[src/rtl/cpu_isa_pkg.sv]
// ISA constants, fetch-FSM state encoding and opcode helpers shared by the 8-bit CPU front end.
package cpu_isa_pkg;

  localparam logic [3:0] OP_NOP = 4'h0;
  localparam logic [3:0] OP_ADN = 4'h7;
  localparam logic [3:0] OP_INC = 4'h8;
  localparam logic [3:0] OP_DEC = 4'h9;
  localparam logic [3:0] OP_JMP = 4'hA;
  localparam logic [3:0] OP_HLT = 4'hF;

  typedef enum logic [2:0] {
    S_FETCH  = 3'd0,
    S_DECODE = 3'd1,
    S_OPER   = 3'd2,
    S_ISSUE  = 3'd3,
    S_HALT   = 3'd4
  } fetch_state_e;

  // Opcodes whose second byte is an operand consumed inside fetch.
  function automatic logic is_two_byte(input logic [3:0] op);
    return op == OP_JMP;
  endfunction

endpackage

[src/rtl/instr_fetch.sv]
// Instruction fetch: PC/IR owner, resolves JMP and HLT locally; 3 cycles per issued instruction.
// Issue holds op/arg/pc stable under instr_ready=0 and performs no ROM access until the handshake.
module instr_fetch
  import cpu_isa_pkg::*;
#(
  parameter int unsigned       ADDR_W   = 8,
  parameter int unsigned       DATA_W   = 8,
  parameter logic [ADDR_W-1:0] RESET_PC = '0,
  parameter bit                SKIP_NOP = 1'b0
) (
  input  logic              clk,
  input  logic              rst_n,
  output logic [ADDR_W-1:0] rom_addr,
  output logic              rom_read,
  output logic              rom_ena,
  input  logic [DATA_W-1:0] rom_data,
  output logic              instr_valid,
  input  logic              instr_ready,
  output logic [3:0]        instr_op,
  output logic [3:0]        instr_arg,
  output logic [ADDR_W-1:0] instr_pc,
  output logic              halted
);

  fetch_state_e      state_q, state_d;
  logic [ADDR_W-1:0] pc_q, pc_d;
  logic [ADDR_W-1:0] ipc_q, ipc_d;
  logic [DATA_W-1:0] ir_q, ir_d;
  logic [3:0]        op;

  assign op = ir_q[DATA_W-1 -: 4];

  always_ff @(posedge clk or negedge rst_n) begin
    if (!rst_n) begin
      state_q <= S_FETCH;
      pc_q    <= RESET_PC;
      ipc_q   <= RESET_PC;
      ir_q    <= '0;
    end else begin
      state_q <= state_d;
      pc_q    <= pc_d;
      ipc_q   <= ipc_d;
      ir_q    <= ir_d;
    end
  end

  always_comb begin
    state_d = state_q;
    pc_d    = pc_q;
    ipc_d   = ipc_q;
    ir_d    = ir_q;
    case (state_q)
      S_FETCH: begin
        ir_d    = rom_data;
        ipc_d   = pc_q;
        pc_d    = pc_q + ADDR_W'(1);
        state_d = S_DECODE;
      end
      S_DECODE: begin
        if (is_two_byte(op))                state_d = S_OPER;
        else if (op == OP_HLT)              state_d = S_HALT;
        else if (SKIP_NOP && op == OP_NOP)  state_d = S_FETCH;
        else                                state_d = S_ISSUE;
      end
      S_OPER: begin
        // Operand byte is the absolute jump target; the JMP's own low nibble is unused.
        pc_d    = rom_data[ADDR_W-1:0];
        state_d = S_FETCH;
      end
      S_ISSUE: begin
        if (instr_ready) state_d = S_FETCH;
      end
      S_HALT:  state_d = S_HALT;
      default: state_d = S_FETCH;
    endcase
  end

  // Gating with rst_n drops the strobes as soon as reset asserts, not at the next edge.
  assign rom_read    = rst_n && (state_q == S_FETCH || state_q == S_OPER);
  assign rom_ena     = rom_read;
  assign rom_addr    = pc_q;
  assign instr_valid = (state_q == S_ISSUE);
  assign instr_op    = op;
  assign instr_arg   = ir_q[3:0];
  assign instr_pc    = ipc_q;
  assign halted      = (state_q == S_HALT);

endmodule

[config.mk]
export PLATFORM = sky130hd
export DESIGN_NAME = instr_fetch
export DESIGN_NICKNAME = d
export VERILOG_FILES = /design/src/rtl/cpu_isa_pkg.sv /design/src/rtl/instr_fetch.sv
export SDC_FILE = /design/constraint.sdc
export NUM_CORES = 1
export LEC_CHECK = 0
export ABC_AREA = 1
export ABC_CLOCK_PERIOD_IN_PS = 2100
export CAP_MARGIN = 20
export CORE_MARGIN = 2
export CORE_UTILIZATION = 50
export DETAILED_ROUTE_END_ITERATION = 8
export GPL_ROUTABILITY_DRIVEN = 1
export PLACE_DENSITY = 0.94
export SLEW_MARGIN = 20
export SYNTH_ARGS = -nofsm -noshare
export SYNTH_HDL_FRONTEND = slang
export SYNTH_SLANG_ARGS = --single-unit
[constraint.sdc]
create_clock -name clk -period 2.1 [get_ports clk]
set_clock_uncertainty 0.05 [all_clocks]
set_input_delay 0.21 -clock clk [delete_from_list [all_inputs] [get_ports clk]]
set_output_delay 0.21 -clock clk [all_outputs]
set_load 0.02 [all_outputs]
== Yosys cells after proc, flatten, opt, wreduce, memory -nomap -nowiden ==
Cells that the tools add are included.
Word-level totals
  logic and storage cells: 21
  input port bits: 11
  register bits after elaboration: 27
Cells by class
  equal/unequal tests: 7
  add/subtract/negate cells: 1
  mux-type cells: 5
  reductions and logical operators: 4
Operators by type and width (count)
  $pmux W8 S2: 1
  $pmux W3 S4: 1
  $mux W3: 3
  $add A8 B1 Y8 const B: 1
  $eq A4 B4 Y1 const B: 2
  $eq A3 B2 Y1 const B: 2
  $eq A3 B1 Y1 const B: 1
  $eq A3 B3 Y1 const B: 1
  $logic_not A3 Y1: 1
  $ne A2 B1 Y1 const B: 1
  $reduce_bool A2 Y1: 1
  $logic_and A1 B1 Y1: 1
  $logic_or A1 B1 Y1: 1

== Depth between registers and ports, before layout ==
  depth after elaboration: 4
  depth in mapped cells: 6
  gate-level depth less buffers: 6

== Worst setup path after synthesis ==
Ideal clock, no wire load.
  path type: register -> output
  start: register state_q[2]
  end: output rom_read
  stages on the path, launching flop included: 5
  data arrival time: 1.173 ns
  buffers on the path: 1
  data required time: 1.840 ns
  slack: 0.667 ns
  path through: dfrtp_1 inv_1 nand2_2 nor2_1 buf_4
On the way
  word-level cells in the longest chain between the ends: 3
  elaborated cells on any way between the ends: 4
  those cells by class: eq/ne: 1; reduce/logical: 3
Ends and longest elaborated chain
  start: declaration: RTL line instr_fetch.sv:25  | fetch_state_e state_q, state_d;
  start signal: assignment: RTL line instr_fetch.sv:40  | state_q <= state_d;
  $eq A3 B2 Y1 or $logic_not A3 Y1 (tied branches): RTL line instr_fetch.sv:79  | assign rom_read = rst_n && (state_q == S_FETCH || state_q == S_OPER);
  $logic_or A1 B1 Y1 *: RTL line instr_fetch.sv:79
  $logic_and A1 B1 Y1 *: RTL line instr_fetch.sv:79
  end: declaration: RTL line instr_fetch.sv:14  | output logic rom_read,
Mark *: on every way between the ends. The rest lies on a longest branch, timed or not.

== Final worst setup path ==
  start: register state_q[0]
  end: output instr_valid
On the way
  word-level cells in the longest chain between the ends: 1
Ends and longest elaborated chain
  $eq A3 B2 Y1: RTL line instr_fetch.sv:82  | assign instr_valid = (state_q == S_ISSUE);
  end: declaration: RTL line instr_fetch.sv:17  | output logic instr_valid,
Every way passes these cells.

==> impl_metrics.py <==
metrics = {
    "timing": {
        "setup_tns_ns": 0,
        "fin_crit_sh": 0.927,
        "finalMaxSlewViolations": 0,
        "finalHoldViolCount": 0,
        "setup_viol": 0,
        "max_freq_mhz": 514,
        "min_period_ns": 1.95,
        "relSlewSlack": 0.776,
        "worst_pin_slew_ns": 0.335,
        "rsz0062_at_grt": "no",
    },
    "critical_path": {
        "arrival_ns": 1.69,
        "reg2reg_from": "state_q[2]",
        "cp.required_ns": 1.84,
        "critical_path_class": "flop to primary output",
        "cp_num_cells": 3,
        "cp-start-kind": "flop",
        "rr_worst_depth": 5,
        "critical_path.endpoint": "instr_valid",
        "cp-startpoint": "state_q[0]",
        "reg2reg_to": "rom_addr[5]",
        "worst_setup_path_end_kind": "primary output",
        "cp_max_fo": 3,
        "critical_path.cell_chain": "inv_1, nor3_1, clkdlybuf4s50_1",
        "rrSetupSlack_ns": 0.79,
        "max_stage_delay_ns": 0.64,
        "critical_path.top_delay_family": "buffers and inverters",
        "cpMaxStageDelayCell": "clkdlybuf4s50_1",
        "path_buf_inv": 2,
    },
    "global_routing": {
        "grt_pass1_vias": 1153,
        "grt_max_degree": 28,
        "grtUsageTotal": 0.223,
        "gr-total-overflow": 0,
        "grt_pass1_wl_um": 4750,
        "antenna_found_initial": 0,
    },
    "yosys": {
        "synth-compound-area-share": 0.0632,
        "synthSimpleGateAreaFrac": 0.309,
        "synth_area_per_cell_um2": 7.88,
        "synth_cell_types": 25,
        "yosys.area.top_type_share": 0.517,
        "synthFlopType": "dfrtp_1",
        "yosysWarnings": 0,
        "netlist_area_um2": 1310,
        "synthMuxAreaShare": 0,
        "synth_xor_area_frac": 0.00670,
        "synth_top_family_by_area": "simple AND/OR/NAND/NOR gates",
        "ys_ff_latch": 27,
        "syn-num-nets": 178,
        "yosys-top-cells-area": "dfrtp_1 (52%), nand2_1 (16%), inv_1 (6.0%)",
        "yosysTopAreaCell": "dfrtp_1",
        "synth_edf_count": 0,
        "yosysMostFrequentCell": "nand2_1",
        "synth_fa_ha_area_frac": 0.00957,
        "syn_inst": 166,
        "ys_seq_area_frac": 0.517,
        "async_reset_ff_frac": 1.00,
        "synth_commonest_cells": "nand2_1 (57), dfrtp_1 (27), inv_1 (21)",
    },
    "clock_tree": {
        "cts_sinks": 27,
        "cts_tree": "built",
        "insertion_delay_ns": 0.33,
        "cts_root_buf": "clkbuf_4",
        "cts_buffers": 3,
        "clk_pin_slew_ns": 0.15,
        "holdBufCountCts": 0,
        "cts_buffer_depth": 2,
        "htree_levels": 1,
    },
    "route": {
        "drt-pass1-iter-count": 4,
        "vias": 1164,
        "routedWlPerCell_um": 12.1,
        "initialDrtViolationCount": 33,
        "drc": 0,
        "viasPerCell": 4.95,
        "drt.antenna.violating_nets": 0,
        "drt-total-wl_um": 2850,
    },
    "placed_design": {
        "io_buffers": 38,
        "gp_congestion": 0.839,
        "place_hpwl_um": 2100,
    },
    "floorplanning": {
        "coreArea_um2": 2480,
        "fp.dieW_um": 55.1,
        "rows": 18,
        "dieArea_um2": 3040,
        "ioPinCount": 39,
        "die_y_um": 55.1,
        "start_util": 0.528,
    },
    "finish": {
        "regArea_um2": 676,
        "multi_input_area_um2": 508,
        "n_fill_cell": 192,
        "syn2layout_area_growth_pct": 31.8,
        "drive_gt1_frac": 0.0585,
        "fin_nets": 218,
        "n_antenna_cell": 0,
        "final_core_utilization": 0.695,
    },
    "power": {
        "power.density_nw_per_um2": 1650,
        "ir_drop_mv": 1.05,
        "leakage_uw": 0.000858,
    },
    "hold_path": {
        "hold_class": "primary input to asynchronous set/reset pin",
    },
    "status": {
        "status": "complete, no violations",
    },
    "job": {
        "drv_cap": 0,
    },
}
-- cell usage in the layout (no fill, tap or decap), types with 2 or more instances in the layout --
cell             netlist  layout
nor3_1                 2       2
nand4_1                2       2
o21ai_1                6       6
clkbuf_4               0       3
nand2_1               57      57
nand3_1               13      13
nor2_1                16      16
dfrtp_1               27      27
o21ai_0                5       5
clkdlybuf4s50_1        0      36
inv_1                 21      21
dlygate4sd2_1          0       2
-- report_power, final --
group / internal [uW] / total [uW] / switching, uW
Clock: 71.5 / 226 / 155
Combinational: 682 / 1620 / 941
Sequential: 768 / 992 / 224
-- registers in the layout, indices dropped and copies added (netlist names) --
name	cells
instr_pc	8
ir_q	8
state_q	3
rom_addr	8
-- what timing repair did --
action,CTS,global route
buffers inserted,0,0
endpoints found under the setup margin,2,0
gates resized for setup,2,0
-- worst reg2reg max path, stage by stage, from the launching register on --
cell and delay [ns]:
dfrtp_1 0.45, nor2_4 0.18, nand2_4 0.20, inv_4 0.21, nand3_1 0.10, nand3b_1 0.08
-- stage by stage --
| step | hold slack (ns) | cell area [um^2] | setup slack (ns) | std cells | power [uW] |
|---|---|---|---|---|---|
| global route | 0.247 | 1720 | 0.0550 | 235 | 3080 |
| detailed placement | 0.416 | 1700 | 0.345 | 231 | 2640 |
| floorplan | -0.136 | 1310 | 0.667 | 166 | 2000 |
| finish | 0.217 | 1720 | 0.154 | 235 | 2840 |
| CTS | 0.226 | 1720 | 0.138 | 235 | 2870 |
| global placement | 0.416 | 1700 | 0.345 | 231 | 2580 |
-- logic make-up (layout without fill, tap and decap cells) --
kind of cell,Yosys count,count (layout)
XOR/XNOR,1,1
buffers and inverters,27,66
flip-flops,27,27
AO/OA/AOI/OAI,15,15
AND/OR/NAND/NOR,95,95
adder cells (fa/ha/maj),1,1
-- per-layer routing --
layer | vias up | share of wire | GRT usage
met1 | 525 | 0.46 | 0.266
met5 | - | 0 | 0
met2 | 38 | 0.47 | 0.391
met4 | 0 | 0.016 | 0.110
met3 | 6 | 0.053 | 0.0323
li1 | 595 | - | -
-- cell type report --
class / instances / area share
sequential: 27 / 0.392
multi-input combinational: 112 / 0.295
timing repair buffer: 39 / 0.224
inverter: 23 / 0.0516
tap: 30 / 0.0218
clock buffer: 3 / 0.0131
clock inverter: 1 / 0.00290
-- worst min-delay path by stage --
stage	from	end	slack [ns]
6_report	rst_n	instr_pc[3]	0.22
5_1_grt	rst_n	instr_pc[3]	0.25
4_1_cts	rst_n	instr_pc[3]	0.23
3_5_place_dp	instr_pc[2]	instr_pc[2]	0.42
3_3_place_gp	instr_pc[1]	instr_pc[1]	0.42
2_1_floorplan	rst_n	instr_pc[0]	-0.14
Note: power is estimated with default switching activity, not from simulation.
